**src/rtl/pcie_tlp_pkg.sv**
```systemverilog
// Shared TLP constants and completion-path types.
// Used by both the completion transmitter and the receive decoder.
package pcie_tlp_pkg;

    localparam logic [7:0] TLP_CPLD  = 8'h4A;
    localparam logic [7:0] TLP_CPL   = 8'h0A;
    localparam logic [7:0] TLP_MRD32 = 8'h00;
    localparam logic [7:0] TLP_MWR32 = 8'h40;

    localparam logic [2:0] CPL_SC  = 3'b000;
    localparam logic [2:0] CPL_UR  = 3'b001;
    localparam logic [2:0] CPL_CRS = 3'b010;
    localparam logic [2:0] CPL_CA  = 3'b100;

    localparam logic [11:0] CPL_BYTES_1DW = 12'd4;

    typedef enum logic [1:0] {
        ST_IDLE,
        ST_REQ,
        ST_SEND
    } cpl_state_t;

endpackage

```
**src/rtl/pcie_cpl_tx.sv**
```systemverilog
// Single-DW CplD transmitter onto the 16-bit VC0 tx port.
// Credits are checked at accept; the TLP is sent without stalls.
module pcie_cpl_tx
    import pcie_tlp_pkg::*;
#(
    parameter logic [2:0] CPL_STATUS = CPL_SC
) (
    input  logic        pcie_clk,
    input  logic        sys_rst,
    input  logic [7:0]  bus_num,
    input  logic [4:0]  dev_num,
    input  logic [2:0]  func_num,
    input  logic        req_valid,
    output logic        req_ready,
    input  logic [15:0] req_rid,
    input  logic [7:0]  req_tag,
    input  logic [6:0]  req_laddr,
    input  logic [31:0] req_data,
    output logic        tx_req,
    input  logic        tx_rdy,
    output logic        tx_st,
    output logic        tx_end,
    output logic [15:0] tx_data,
    input  logic [8:0]  tx_ca_cplh,
    input  logic [12:0] tx_ca_cpld,
    output logic [15:0] cpl_count
);

    cpl_state_t  state, state_nxt;
    logic [2:0]  idx, idx_nxt;
    logic        req_nxt, st_nxt, end_nxt;
    logic [15:0] data_nxt;
    logic        credit_ok, accept;

    logic [15:0] lat_cid;
    logic [15:0] lat_rid;
    logic [7:0]  lat_tag;
    logic [6:0]  lat_laddr;
    logic [31:0] lat_data;

    assign credit_ok = (tx_ca_cplh[8] | (tx_ca_cplh[7:0] != 8'd0))
                     & (tx_ca_cpld[12] | (tx_ca_cpld[11:0] != 12'd0));
    assign req_ready = (state == ST_IDLE) & credit_ok & ~sys_rst;
    assign accept    = req_valid & req_ready;

    // Payload bytes go out little-endian within each halfword.
    function automatic logic [15:0] tlp_word(
        input logic [2:0]  i,
        input logic [15:0] cid,
        input logic [15:0] rid,
        input logic [7:0]  tag,
        input logic [6:0]  laddr,
        input logic [31:0] d
    );
        logic [15:0] w;
        w = 16'h0000;
        unique case (i)
            3'd0: w = {TLP_CPLD, 8'h00};
            3'd1: w = 16'h0001;
            3'd2: w = cid;
            3'd3: w = {CPL_STATUS, 1'b0, CPL_BYTES_1DW};
            3'd4: w = rid;
            3'd5: w = {tag, 1'b0, laddr};
            3'd6: w = {d[7:0], d[15:8]};
            3'd7: w = {d[23:16], d[31:24]};
            default: w = 16'h0000;
        endcase
        return w;
    endfunction

    // Latch the request and completer ID at accept.
    always_ff @(posedge pcie_clk) begin
        if (sys_rst) begin
            lat_cid   <= '0;
            lat_rid   <= '0;
            lat_tag   <= '0;
            lat_laddr <= '0;
            lat_data  <= '0;
        end else if (accept) begin
            lat_cid   <= {bus_num, dev_num, func_num};
            lat_rid   <= req_rid;
            lat_tag   <= req_tag;
            lat_laddr <= req_laddr;
            lat_data  <= req_data;
        end
    end

    // Next state and next registered tx outputs.
    always_comb begin
        state_nxt = state;
        idx_nxt   = idx;
        req_nxt   = 1'b0;
        st_nxt    = 1'b0;
        end_nxt   = 1'b0;
        data_nxt  = 16'h0000;
        unique case (state)
            ST_IDLE: begin
                if (accept) begin
                    state_nxt = ST_REQ;
                    req_nxt   = 1'b1;
                end
            end
            ST_REQ: begin
                if (tx_rdy) begin
                    state_nxt = ST_SEND;
                    idx_nxt   = 3'd0;
                    st_nxt    = 1'b1;
                end else begin
                    req_nxt = 1'b1;
                end
            end
            ST_SEND: begin
                if (idx == 3'd7) begin
                    state_nxt = ST_IDLE;
                end else begin
                    idx_nxt = idx + 3'd1;
                    end_nxt = (idx == 3'd6);
                end
            end
            default: state_nxt = ST_IDLE;
        endcase
        if (state_nxt == ST_SEND)
            data_nxt = tlp_word(idx_nxt, lat_cid, lat_rid,
                                lat_tag, lat_laddr, lat_data);
    end

    // State, word index, registered tx outputs and completion counter.
    always_ff @(posedge pcie_clk) begin
        if (sys_rst) begin
            state     <= ST_IDLE;
            idx       <= 3'd0;
            tx_req    <= 1'b0;
            tx_st     <= 1'b0;
            tx_end    <= 1'b0;
            tx_data   <= 16'h0000;
            cpl_count <= 16'h0000;
        end else begin
            state   <= state_nxt;
            idx     <= idx_nxt;
            tx_req  <= req_nxt;
            tx_st   <= st_nxt;
            tx_end  <= end_nxt;
            tx_data <= data_nxt;
            if (end_nxt)
                cpl_count <= cpl_count + 16'd1;
        end
    end

endmodule
```
**config.mk**
```make
export PLATFORM = sky130hd
export DESIGN_NAME = pcie_cpl_tx
export DESIGN_NICKNAME = d
export VERILOG_FILES = /design/src/rtl/pcie_tlp_pkg.sv /design/src/rtl/pcie_cpl_tx.sv
export SDC_FILE = /design/constraint.sdc
export NUM_CORES = 1
export LEC_CHECK = 0
export CAP_MARGIN = 20
export CORE_MARGIN = 3
export CORE_UTILIZATION = 43
export CTS_BUF_LIST = sky130_fd_sc_hd__clkbuf_16
export DETAILED_ROUTE_END_ITERATION = 6
export HOLD_SLACK_MARGIN = 0.15
export PLACE_DENSITY = 0.76
export SLEW_MARGIN = 20
export SYNTH_ARGS = -nofsm -noshare
export SYNTH_HDL_FRONTEND = slang
export SYNTH_SLANG_ARGS = --single-unit
```
**constraint.sdc**
```tcl
create_clock -name pcie_clk -period 2.1 [get_ports pcie_clk]
set_input_delay 0.63 -clock pcie_clk [delete_from_list [all_inputs] [get_ports pcie_clk]]
set_output_delay 0.63 -clock pcie_clk [all_outputs]
set_load 0.02 [all_outputs]
```
==> results of run 1 <==
[layout by cell type (no fill, tap or decap), types with 5 or more instances in the layout]
cell / n
buf_6: 10
clkdlybuf4s50_1: 107
ha_4: 5
buf_2: 5
nor2_1: 24
inv_1: 6
dlymetal6s2s_1: 6
a22oi_2: 6
xor2_1: 9
nand2_1: 171
a2bb2oi_2: 6
nand4_1: 6
clkbuf_16: 19
mux2i_1: 6
a21oi_1: 93
nand3_1: 14
dfxtp_1: 115
buf_4: 58
dlygate4sd2_1: 10
clkdlybuf4s15_1: 5
mux2_2: 8
[routing by layer]
layer	vias to the layer above	track usage	wire (um)
met1	2366	0.289	6650
li1	2463	-	-
met4	0	0.103	532
met3	38	0.0531	1000
met2	248	0.401	8190
met5	-	0	0
[worst max-delay path by stage]
stage / cells past startpoint / to / startpoint / slack [ps]
floorplan: 10 / tx_data[8] / state[1] / -100
finish: 8 / tx_data[8] / state[0] / -60
global route: 8 / tx_data[8] / state[0] / -110
global placement: 5 / req_ready / tx_ca_cpld[7] / -690
CTS: 8 / tx_data[8] / state[0] / -20
detailed placement: 5 / req_ready / tx_ca_cplh[2] / -780
[Yosys cell counts (all sizes together) (2+ instances only)]
library cell / instances / share of area
a21oi: 98 / 0.099
nor2b: 5 / 0.0063
ha: 7 / 0.018
nand2: 174 / 0.13
nand4: 6 / 0.0075
a221oi: 3 / 0.0053
dfxtp: 119 / 0.48
a22oi: 9 / 0.014
xnor2: 4 / 0.0070
nor3: 7 / 0.0090
or3: 2 / 0.0025
buf: 16 / 0.017
and3: 6 / 0.0075
xor2: 9 / 0.016
nor4: 4 / 0.0050
clkbuf: 25 / 0.019
mux2: 11 / 0.026
o221ai: 2 / 0.0035
a2bb2oi: 8 / 0.014
o21ai: 7 / 0.0070
a21o: 3 / 0.0045
a211oi: 2 / 0.0030
mux2i: 10 / 0.020
nand3: 16 / 0.016
inv: 8 / 0.0060
a311oi: 2 / 0.0035
and2: 3 / 0.0038
nor2: 25 / 0.019
[repair_timing]
item / CTS / global route
setup buffers: 6 / 5
pin swaps: 19 / 23
endpoints found under the setup margin: 100 / 39
gates cloned: 2 / 2
gates resized for setup: 93 / 62
[cell type report]
class / instances / area [um2] / area share
tap: 140 / 175 / 0.0219
multi-input combinational: 440 / 2810 / 0.351
sequential: 119 / 2390 / 0.299
inverter: 8 / 35.0 / 0.00438
clock inverter: 14 / 143 / 0.0178
timing repair buffer: 210 / 2020 / 0.252
clock buffer: 17 / 425 / 0.0532
[tightest hold or removal path, cell delays in order (launching register included)]
cell	delay (ps)
dfxtp_1	310
nand2_1	50
a21oi_1	50
[power groups by stage]
stage | combinational (mW) | clock [mW] | sequential (mW)
global route | 0.722 | 2.90 | 2.42
global placement | 0.593 | 0 | 2.44
floorplan | 0.270 | 0 | 2.44
CTS | 0.617 | 2.80 | 2.40
detailed placement | 0.603 | 0 | 2.45
finish | 0.670 | 2.79 | 2.41
[registers in the layout, indices dropped and copies added, names as in the netlist]
signal     flops
lat_data      32
cpl_count     16
lat_cid       16
lat_rid       16
tx_data       16
lat_tag        8
lat_laddr      7
idx            3
state          2
tx_end         1
tx_req         1
tx_st          1
[kinds of logic after synthesis]
group | Yosys count
AOI/OAI and AO/OA | 147
xor gates and xnor gates | 13
adders and majority gates | 7
buffers and inverters | 49
DFF | 119
muxes | 21
and+or+nand+nor | 251
[per-stage QoR]
step,utilization,std cells
after floorplan,-,607
after global placement,0.622,902
after detailed placement,0.622,902
after CTS,0.689,941
after global routing,0.722,948
final,0.722,948
==> out/metrics.csv, run 1 <==
stage;metric;value;unit
run_status;status;complete, but fails checks;
run_status;failing checks;setup timing;
power_and_ir_drop;Tot Pwr;5.87;mW
synthesis;post-synthesis async set-or-reset flop share;0;
placed_design;PortBufs;140;
critical_path;worst reg-to-reg setup slack;-60;ps
synthesis;cell area after synthesis;0.00498;mm2
hold_path;Worst Hold Path Cells;2;
detailed_routing;Routed WL;16400;um
critical_path;depth of the worst register-to-register path;8;
global_routing;vias in the first global route;4994;
layout;final net count;908;
synthesis;Synth Area in Adders;0.0176;
critical_path;reg2reg end;tx_data[8];
sta;fmax;462;MHz
synthesis;Simple-Gate Fraction of Synth Area;0.213;
hold_path;worst hold path endpoint;lat_tag[1];
power_and_ir_drop;Internal Pwr Total;4.36;mW
sta;RSZ-0062 raised after global routing;yes;
global_routing;total grt overflow;0;
synthesis;Compound-Gate Fraction of Synth Area;0.180;
sta;minimum clock period;2160;ps
synthesis;Post-synth EDFFs;0;
critical_path;max incr delay on CP;380;ps
synthesis;ys flop type;dfxtp_1;
detailed_routing;via count;5115;
detailed_routing;drt first-iter violations;428;
global_routing;largest net degree at the start of global routing;104;
critical_path;Top cell by count, worst path;mux2_4;
power_and_ir_drop;sw power;1.51;mW
placed_design;Post-DP Area;0.00690;mm2
synthesis;synthesized flop and latch total;119;
power_and_ir_drop;share of power burned in registers;0.410;
critical_path;CP Capture Type;register;
clock_network;clock sinks;119;
layout;post-route cell area;0.00800;mm2
floorplan;die width;114;um
critical_path;CP max stage cell;dfxtp_4;
floorplan;DIE HEIGHT;114;um
floorplan;IO Pins;141;
synthesis;Cell variety after synth;52;
detailed_routing;DR DRC count;0;
synthesis;mux contribution to synthesized area;0.0465;
layout;share of cells above drive strength 1;0.244;
sta;final max-slew violation count;0;
clock_network;cts bufs inserted;17;
sta;worst slew pin tran;1090;ps
sta;count of final hold-check violations;0;
sta;Clock Skews;6.63;ps
synthesis;Mean Syn Cell Area;8.21;um2
global_routing;GRT Total Usage;0.237;
global_routing;first-pass GRT wire length;24400;um
floorplan;Core ar.;0.0111;mm2
synthesis;Ys Warns;0;
layout;Filler cells;805;
clock_network;CTS root buf;clkbuf_16;
critical_path;critical path startpoint category;register;
power_and_ir_drop;clock power share;0.475;
placed_design;detailed placement HPWL;10500;um
synthesis;post-synthesis xor/xnor area fraction;0.0229;
sta;Slew Limit Headroom;0.276;
placed_design;dpl ws;-777;ps
critical_path;RR Startpoint;state[0];
sta;worst hold slack;457;ps
floorplan;Starting Density;0.450;
synthesis;register area share after synthesis;0.478;
layout;P&R area growth vs syn;60.7;%
hold_path;HP Start;lat_tag[1];
run;number of max-cap violations;0;
global_routing;initial antenna violation count;0;
detailed_routing;WL per Instance;17.3;um
power_and_ir_drop;Sw Share;0.257;
critical_path;crit-path cells;inv_4 > ha_4 > nor2b_4 > mux2_4 > a22o_4 > mux2_4 > a222oi_1 > nor2_1;
clock_network;Max clock buf depth;2;
critical_path;Crit Path Category;reg -> reg;
layout;# diodes;0;
floorplan;cell row count;38;
detailed_routing;Routed Antenna Nets;0;
sta;Final Setup Violations;3;
sta;final worst slack;-63.7;ps
sta;Setup TNS;-109;ps
floorplan;Die Area;0.0129;mm2
synthesis;Mapped Nets;719;
detailed_routing;Pre-Repair DR Iteration Count;5;
clock_network;H-tree depth;4;
critical_path;Largest delay share family, worst path;multiplexers;
critical_path;Crit path required time;2380;ps
power_and_ir_drop;combinational share of power;0.114;
power_and_ir_drop;Leakage;3.07;nW
detailed_routing;DR vias/cell;5.40;
clock_network;clock insertion delay at the later pin of the skew report;410;ps
critical_path;CP bufs+invs;1;
critical_path;CP Max Fanout;8;
placed_design;Routability Congestion;0.863;
critical_path;WP data arrival;2450;ps
synthesis;cell count after synthesis;607;
clock_network;hold buffers post-CTS;0;
power_and_ir_drop;worst IR drop on VDD;0.425;mV
clock_network;Clock transition at path regs;60;ps
hold_path;min-delay worst type;reg -> reg;
power_and_ir_drop;Power Dens Cells;733;mW/mm2
clock_network;CTS tree;yes;
synthesis;largest family of logic cells by synthesized area;simple AND/OR/NAND/NOR gates;
sta;period utilization;1.03;
Power figures use the tool's default switching activity.
==> inputs of run 2 (changes only) <==
--- a/config.mk
+++ b/config.mk
@@ -10,6 +10,7 @@
 export CORE_UTILIZATION = 43
 export CTS_BUF_LIST = sky130_fd_sc_hd__clkbuf_16
 export DETAILED_ROUTE_END_ITERATION = 6
+export GPL_TIMING_DRIVEN = 0
 export HOLD_SLACK_MARGIN = 0.15
 export PLACE_DENSITY = 0.76
 export SLEW_MARGIN = 20
==> run 2 against run 1 <==
The run still ends with setup timing left. Critical path depth rose by 3. Worst hold slack worse by 1.7 ps. Critical path type unchanged. Sequential power barely moved. Wire length increased by 13%. Die area unchanged. Clock-buffer cell count unchanged.
==> out/metrics.csv, run 2 (synthesis results as in run 1) <==
stage;metric;value;unit;change
layout;final net count;920;;+1.3%
power_and_ir_drop;Power Dens Cells;758;mW/mm2;+3.4%
hold_path;min-delay worst type;reg -> reg;;
global_routing;GRT Total Usage;0.248;;+0.0107
layout;Largest register FFs;32;;unchanged
floorplan;DIE HEIGHT;114;um;unchanged
global_routing;largest net degree at the start of global routing;17;;-84%
power_and_ir_drop;worst IR drop on VDD;0.564;mV;+33%
sta;final worst slack;-357;ps;-293 ps
global_routing;vias in the first global route;5155;;+3.2%
layout;most frequent cells in the layout;nand2_1, dfxtp_1, clkdlybuf4s50_1, a21oi_1, buf_4;;
detailed_routing;DR vias/cell;5.71;;+5.7%
detailed_routing;Pre-Repair DR Iteration Count;5;;unchanged
placed_design;Post-DP Area;0.00661;mm2;-4.2%
floorplan;Starting Density;0.450;;unchanged
placed_design;detailed placement HPWL;11200;um;+6.7%
floorplan;cell row count;38;;unchanged
detailed_routing;via count;5483;;+7.2%
critical_path;CP Capture Type;register;;
clock_network;H-tree depth;4;;unchanged
detailed_routing;WL per Instance;19.2;um;+11%
detailed_routing;Routed WL;18500;um;+13%
sta;final max-slew violation count;0;;unchanged
sta;Final Setup Violations;17;;+14
placed_design;Routability Congestion;0.901;;+4.5%
detailed_routing;drt first-iter violations;507;;+18%
critical_path;critical path startpoint category;register;;
run_status;failing checks;setup timing;;
layout;Biggest register;lat_data;;
clock_network;CTS root buf;clkbuf_16;;
hold_path;HP Start;lat_cid[6];;
global_routing;initial antenna violation count;0;;unchanged
critical_path;RR Startpoint;state[0];;
sta;count of final hold-check violations;0;;unchanged
detailed_routing;DR DRC count;0;;unchanged
floorplan;IO Pins;141;;unchanged
sta;period utilization;1.17;;+0.140
placed_design;DP Cell Count;886;;-1.8%
layout;# diodes;0;;unchanged
clock_network;hold buffers post-CTS;0;;unchanged
sta;Clock Skews;13.3;ps;+6.65 ps
run;number of max-cap violations;0;;unchanged
sta;fmax;407;MHz;-12%
clock_network;CTS tree;yes;;
critical_path;CP startpoint;state[0];;
run_status;status;complete, but fails checks;;
critical_path;CP Max Fanout;10;;+2
floorplan;die width;114;um;unchanged
sta;Slew Limit Headroom;0.563;;+0.287
sta;worst hold slack;456;ps;-1.68 ps
clock_network;clock insertion delay at the later pin of the skew report;420;ps;about the same
placed_design;PortBufs;139;;-0.71%
layout;post-route cell area;0.00802;mm2;+0.17%
clock_network;Clock transition at path regs;60;ps;about the same
layout;Final Core Density;0.724;;+0.00124
layout;Final Instance Count excl. Fillers;961;;+1.4%
detailed_routing;Routed Antenna Nets;0;;unchanged
clock_network;clock sinks;119;;unchanged
sta;worst slew pin tran;656;ps;-430 ps
layout;P&R area growth vs syn;60.9;%;
critical_path;Crit path required time;2390;ps;about the same
layout;commonest non-fill, non-tap cell in the layout;nand2_1;;
power_and_ir_drop;Leakage;3.00;nW;-2.3%
sta;minimum clock period;2460;ps;+293 ps
placed_design;dpl ws;-802;ps;-24.5 ps
critical_path;Crit Path Category;reg -> reg;;
floorplan;Core ar.;0.0111;mm2;unchanged
global_routing;total grt overflow;0;;unchanged
floorplan;Die Area;0.0129;mm2;unchanged
clock_network;Max clock buf depth;2;;unchanged
global_routing;first-pass GRT wire length;25300;um;+4.0%
layout;Filler cells;767;;-4.7%
layout;share of cells above drive strength 1;0.240;;-0.00386
sta;RSZ-0062 raised after global routing;yes;;
clock_network;cts bufs inserted;17;;unchanged
critical_path;WP data arrival;2750;ps;+300 ps
[run 2: layout make-up]
class	count	area (um2)	area share
inverter	8	35.0	0.00437
timing repair buffer	186	1770	0.221
buffer	37	226	0.0283
clock inverter	15	175	0.0219
clock buffer	17	425	0.0531
tap	140	175	0.0219
sequential	119	2400	0.299
multi-input combinational	439	2810	0.351
[run 2: worst max-delay path, cell delays in order, from the launching register on]
cell and delay [ps]:
dfxtp_4 360, inv_4 40, buf_4 130, ha_4 170, buf_8 150, nand3_2 80
nand3_2 100, a21oi_4 250, buf_6 210, mux2i_1 390, a2bb2oi_1 320, a21oi_2 110
[run 2: per-stage QoR]
| stage | setup TNS, ps | power (mW) |
|---|---|---|
| floorplan | -96.0 | 2.71 |
| global placement | -67090 | 3.00 |
| detailed placement | -70670 | 3.02 |
| CTS | -433 | 5.99 |
| global route | -3220 | 6.21 |
| finish | -2210 | 6.08 |
[run 2: worst paths after layout]
| kind | to | cells past startpoint | slack, ps |
|---|---|---|---|
| hold / removal | lat_cid[6] | 2 | 460 |
| setup / recovery | tx_data[12] | 11 | -360 |
| hold reg to reg | lat_cid[6] | 2 | 460 |
| setup reg to reg | tx_data[12] | 11 | -360 |
[run 2: what timing repair did]
action | CTS | global route
buffers inserted | 20 | 26
setup endpoints to repair | 106 | 97
gates cloned | 1 | 1
gates resized for setup | 107 | 91
pin swaps | 22 | 22
[run 2: per-layer routing]
| metal | vias up | wire length (um) | track usage |
|---|---|---|---|
| met1 | 2582 | 6870 | 0.290 |
| met2 | 325 | 9180 | 0.435 |
| met3 | 86 | 1510 | 0.0525 |
| met4 | 0 | 919 | 0.108 |
| met5 | - | 0 | 0 |
| li1 | 2490 | - | - |
[run 2: where the power goes]
| part | leakage, nW | internal, mW | switching [mW] |
|---|---|---|---|
| sequential | 0.970 | 2.35 | 0.0671 |
| combinational | 1.74 | 0.350 | 0.339 |
| clock | 0.289 | 1.87 | 1.11 |
| total | 3.00 | 4.56 | 1.51 |
